**config.mk**
```make
export PLATFORM = sky130hd
export DESIGN_NAME = ps2_key_tx
export DESIGN_NICKNAME = d
export VERILOG_FILES = /design/src/rtl/ps2_key_tx.sv
export SDC_FILE = /design/constraint.sdc
export NUM_CORES = 1
export LEC_CHECK = 0
export CORE_MARGIN = 3
export CORE_UTILIZATION = 65
export CTS_BUF_LIST = sky130_fd_sc_hd__clkbuf_16
export DETAILED_ROUTE_END_ITERATION = 10
export DONT_BUFFER_PORTS = 1
export PLACE_DENSITY = 0.81
export SLEW_MARGIN = 30
export SYNTH_ARGS = -nofsm -noshare
export SYNTH_HDL_FRONTEND = slang
export SYNTH_SLANG_ARGS = --single-unit
```
**constraint.sdc**
```tcl
create_clock -name clk -period 3.6 [get_ports clk]
set_input_delay 0.54 -clock clk [delete_from_list [all_inputs] [get_ports clk]]
set_output_delay 0.54 -clock clk [all_outputs]
set_load 0.01 [all_outputs]
```
**src/rtl/ps2_key_tx.sv**
```systemverilog
// ps2_key_tx: device-side PS/2 keyboard transmitter.
// Takes one decimal digit, maps it to its Set-2 make code and sends a full
// keystroke (MAKE, F0, MAKE) as 11-bit odd-parity frames on ps2_clk_o/ps2_data_o.
//
// state  | meaning
// IDLE   | waiting for a handshake, lines high, key_ready high
// BIT_HI | first half of a bit slot: data presented, clock high
// BIT_LO | second half of a bit slot: clock low, host samples on the falling edge
// GAP    | idle spacing between bytes of one keystroke, both lines high
module ps2_key_tx #(
    parameter int HALF_CYC = 2500,
    parameter int GAP_CYC  = 5000
) (
    input  logic       clk,
    input  logic       rst,
    input  logic       key_valid,
    input  logic [3:0] key_digit,
    output logic       key_ready,
    output logic       busy,
    output logic       err_invalid,
    output logic       ps2_clk_o,
    output logic       ps2_data_o
);

    localparam int PH_MAX = (HALF_CYC > GAP_CYC) ? HALF_CYC : GAP_CYC;
    localparam int PH_W   = (PH_MAX > 2) ? $clog2(PH_MAX) : 1;
    localparam logic [PH_W-1:0] HALF_LAST = PH_W'(HALF_CYC - 1);
    localparam logic [PH_W-1:0] GAP_LAST  = PH_W'(GAP_CYC - 1);

    typedef enum logic [1:0] {
        IDLE   = 2'd0,
        BIT_HI = 2'd1,
        BIT_LO = 2'd2,
        GAP    = 2'd3
    } state_t;

    state_t          state;
    logic [PH_W-1:0] phase;
    logic [3:0]      bit_idx;
    logic [1:0]      byte_idx;
    logic [7:0]      make_q;
    logic [10:0]     cur_frame;
    logic [3:0]      next_bit;

    function automatic logic [7:0] make_code(input logic [3:0] d);
        case (d)
            4'd0:    make_code = 8'h45;
            4'd1:    make_code = 8'h16;
            4'd2:    make_code = 8'h1E;
            4'd3:    make_code = 8'h26;
            4'd4:    make_code = 8'h25;
            4'd5:    make_code = 8'h2E;
            4'd6:    make_code = 8'h36;
            4'd7:    make_code = 8'h3D;
            4'd8:    make_code = 8'h3E;
            4'd9:    make_code = 8'h46;
            default: make_code = 8'h00;
        endcase
    endfunction

    // Frame slot order: start(0), data LSB first, odd parity, stop(1).
    function automatic logic [10:0] frame_of(input logic [7:0] b);
        frame_of = {1'b1, ~^b, b, 1'b0};
    endfunction

    // Frame of the byte currently being sent; the middle byte is the break prefix.
    always_comb begin
        cur_frame = frame_of((byte_idx == 2'd1) ? 8'hF0 : make_q);
        next_bit  = bit_idx + 4'd1;
    end

    // Keystroke sequencer with registered PS/2 lines and handshake outputs.
    always_ff @(posedge clk) begin
        if (rst) begin
            state       <= IDLE;
            phase       <= '0;
            bit_idx     <= '0;
            byte_idx    <= '0;
            make_q      <= '0;
            key_ready   <= 1'b1;
            busy        <= 1'b0;
            err_invalid <= 1'b0;
            ps2_clk_o   <= 1'b1;
            ps2_data_o  <= 1'b1;
        end else begin
            err_invalid <= 1'b0;
            case (state)
                IDLE: begin
                    if (key_valid) begin
                        if (key_digit > 4'd9) begin
                            err_invalid <= 1'b1;
                        end else begin
                            make_q     <= make_code(key_digit);
                            state      <= BIT_HI;
                            phase      <= '0;
                            bit_idx    <= '0;
                            byte_idx   <= '0;
                            key_ready  <= 1'b0;
                            busy       <= 1'b1;
                            ps2_clk_o  <= 1'b1;
                            ps2_data_o <= 1'b0;
                        end
                    end
                end
                BIT_HI: begin
                    if (phase == HALF_LAST) begin
                        phase     <= '0;
                        state     <= BIT_LO;
                        ps2_clk_o <= 1'b0;
                    end else begin
                        phase <= phase + 1'b1;
                    end
                end
                BIT_LO: begin
                    if (phase == HALF_LAST) begin
                        phase     <= '0;
                        ps2_clk_o <= 1'b1;
                        if (bit_idx == 4'd10) begin
                            bit_idx    <= '0;
                            ps2_data_o <= 1'b1;
                            if (byte_idx == 2'd2) begin
                                byte_idx  <= '0;
                                state     <= IDLE;
                                busy      <= 1'b0;
                                key_ready <= 1'b1;
                            end else begin
                                byte_idx <= byte_idx + 2'd1;
                                state    <= GAP;
                            end
                        end else begin
                            bit_idx    <= next_bit;
                            ps2_data_o <= cur_frame[next_bit];
                            state      <= BIT_HI;
                        end
                    end else begin
                        phase <= phase + 1'b1;
                    end
                end
                GAP: begin
                    if (phase == GAP_LAST) begin
                        phase      <= '0;
                        state      <= BIT_HI;
                        ps2_data_o <= 1'b0;
                    end else begin
                        phase <= phase + 1'b1;
                    end
                end
                default: begin
                    state <= IDLE;
                end
            endcase
        end
    end

endmodule
```
==> out/summary.txt <==
Largest cells by area after synthesis -> dfxtp_1 (32%), ha_1 (7.9%), a21oi_1 (5.8%)
Post-DP HPWL -> 2.819 mm
Asr flop ratio synth -> 0%
WL/cell -> 13.31 um
Cell Chain, Critical Path -> inv_1 > ha_1 > inv_1 > nor3_2 > o21ai_2 > or4_1 > a21oi_1
Synth Instances -> 257
Worst EP required -> 3.80 ns
Critical Path Sink Type -> flip-flop
Via count -> 1732
# hold bufs at CTS -> 0
Post-synthesis sequential area ratio -> 32.14%
Slowest stage cell, crit path -> or4_1
Mapped Avg Cell Area -> 7.999 um2
Final #Nets -> 272
Max incr delay on CP -> 0.50 ns
Met3 usage in global routing -> 4.324%
R2r setup slk -> 1.51 ns
Finish-stage setup viols -> 0
First-pass GRT wire length -> 7.024 mm
Reg2Reg Depth -> 7
CTS resizes -> 0
CP bufs+invs -> 2
Setup WS post-layout -> 1.509 ns
CTS tree -> done
DIE HEIGHT -> 62.24 um
Main flop type after synthesis -> dfxtp_1
Power per cell area -> 457.7 nW/um2
Hold Crit Endpoint -> make_q[6]
Leakage power -> 0.8022 nW
WHS -> 0.3342 ns
Commonest cells in the netlist -> dfxtp_1 (33), nor2_1 (29), a21oi_1 (24)
Filler Cells Inserted -> 236
Setup_tns -> 0 ns
Core area -> 2877 um2
Seq cells post-synth -> 33
M1 GR Usage -> 32.18%
Period utilization -> 58.09%
Biggest area consumer among synthesized cells -> dfxtp_1
Die ar. -> 3873 um2
Latest clock arrival within the worst-skew pair -> 0.27 ns
Yosys top cell area share -> 32.14%
VDD IR max -> 383.3 uV
Crit path DAT -> 2.29 ns
Reg2reg start -> state[0]
Largest net degree at the start of global routing -> 25
PortBufs -> 0
Initial antenna violation count -> 0
TritonCTS Sinks -> 33
Remaining Overflow, GRT -> 0
Post-DRT Antenna Nets -> 0
Worst rel slew slack -> 50.44%
Syn nets -> 277
Clk_skew -> 0.001939 ns
Cell depth of the worst setup path -> 7
Dpl cell area -> 2054 um2
Cell family with most CP delay -> simple AND/OR/NAND/NOR gates
R2r endpoint -> bit_idx[2]
Gr busiest metal -> met1
Row count -> 19
Hold Crit Class -> in -> reg
Most common cell in the netlist -> dfxtp_1
Starting DRT DRC Count -> 135
Max Freq -> 478.2 MHz
Boundary Pins -> 12
Number of global-route vias before repair -> 1554
Final Max Slew Viols -> 0
Setup Buffers After CTS -> 0
Period minus WS final -> 2.091 ns
GRT Resource Usage Total -> 22.26%
Post-Syn Area -> 2056 um2
Status -> finished clean
Setup Crit Path Kind -> reg -> reg
Met2 Resource Use GR -> 31.32%
Reg clk slew, reported paths -> 0.05 ns
Placement Setup Slack -> 1.354 ns
Crit path launch -> state[0]
Iteration count of the initial detailed-routing pass -> 4
Max-cap check violation count -> 0
Worst Setup Start Kind -> flip-flop
Finished Cell Area -> 2187 um2
Drt via density -> 5.891
Synth unique cells -> 50
# DRC -> 0
Worst hold path cell count -> 1
Routed WL -> 3.914 mm
CTS buffer count -> 5
Clock Path Buffers -> 2
Layout cell share with drive strength beyond 1 -> 5.159%
CTS H-Tree Depth -> 2
Area Overhead vs Synth -> 6.391%
Critical path peak fanout -> 13
Yosys warnings -> 0
Slew of the pin with the lowest slew margin -> 0.7406 ns
Post-synth EDFFs -> 0
Die outline width -> 62.24 um
CTS Root Cell -> clkbuf_16
GPL Wtd Cong -> 0.8392
Hold Crit Start -> rst
Antenna cells -> 0
RSZ-0062 raised after global routing -> false
Most used cell, CP -> inv_1
Starting Density -> 71.47%
Final Hold Viols -> 0
==> stage by stage <==
stage          utilization [%]  std cells  total power, W
6_report                 76.03        294        0.001001
3_5_place_dp             71.42        287       0.0006268
4_1_cts                  76.03        294        0.001010
5_1_grt                  76.03        294        0.001060
2_1_floorplan                -        257       0.0006058
3_3_place_gp             71.42        287       0.0006238
==> report_power, final <==
group | internal [W] | switching [W] | total, W
clock | 0.000246 | 0.000133 | 0.000379
sequential | 0.000390 | 0.0000272 | 0.000418
combinational | 0.0000849 | 0.000120 | 0.000204
total | 0.000721 | 0.000280 | 0.00100
==> flip-flops by register name, indices dropped and copies added, names as in the netlist <==
signal and cells:
phase 13, make_q 7, bit_idx 4, byte_idx 2, state 2, busy 1
err_invalid 1, key_ready 1, ps2_clk_o 1, ps2_data_o 1
==> cell families after synthesis <==
| group | after synthesis | synth area share (%) |
|---|---|---|
| AND/OR/NAND/NOR | 98 | 24.23 |
| AO/OA/AOI/OAI | 62 | 20.21 |
| flip-flops | 33 | 32.14 |
| buffers and inverters | 30 | 5.904 |
| adder cells (fa/ha/maj) | 13 | 7.913 |
| XOR/XNOR | 11 | 4.687 |
| multiplexers | 10 | 4.930 |
==> cell type report <==
class	count	area, um2	area share, %
multi-input combinational	194	1274	58.24
sequential	33	660.6	30.21
clock buffer	5	125.1	5.721
inverter	18	67.56	3.089
tap	42	52.55	2.403
clock inverter	2	7.507	0.3432
==> layout by cell type (no fill, tap or decap), types with 2 or more instances in the layout <==
cell type | synthesis | layout
nand4_1 | 2 | 2
xor2_1 | 3 | 3
nand3_1 | 16 | 16
a21o_1 | 2 | 2
a211oi_1 | 2 | 2
nand2_1 | 16 | 16
a22o_1 | 4 | 4
nand4b_1 | 3 | 3
nor2_1 | 29 | 29
a21boi_0 | 2 | 2
dfxtp_1 | 33 | 33
xnor2_1 | 8 | 8
nor2b_1 | 5 | 5
mux2i_1 | 9 | 9
clkbuf_16 | 0 | 5
inv_1 | 18 | 19
or3_1 | 5 | 5
o21ai_1 | 7 | 7
and3_1 | 3 | 3
ha_1 | 13 | 13
o211ai_1 | 2 | 2
a21oi_1 | 24 | 24
o21ai_0 | 6 | 6
o21bai_1 | 2 | 2
nor3_1 | 8 | 8
==> worst reg2reg max path, delay by kind of cell, from the launching register on <==
| kind | cells | cell delay [ns] |
|---|---|---|
| AO/OA/AOI/OAI | 2 | 0.35 |
| adder cells (fa/ha/maj) | 1 | 0.27 |
| buffers and inverters | 2 | 0.27 |
| flip-flops | 1 | 0.36 |
| AND/OR/NAND/NOR | 2 | 0.75 |
==> layer usage <==
layer,routed length [um],vias to the layer above
li1,-,895
met1,1972,785
met2,1669,42
met3,178,10
met4,93,0
met5,0,-
==> how the worst max path moves through the flow <==
stage | to | slack, ns
2_1_floorplan | ps2_data_o | 1.54
3_3_place_gp | bit_idx[2] | 1.41
3_5_place_dp | bit_idx[2] | 1.35
4_1_cts | bit_idx[2] | 1.49
5_1_grt | phase[2] | 1.28
6_report | bit_idx[2] | 1.51
No activity file was read; power rests on OpenSTA's default activity.
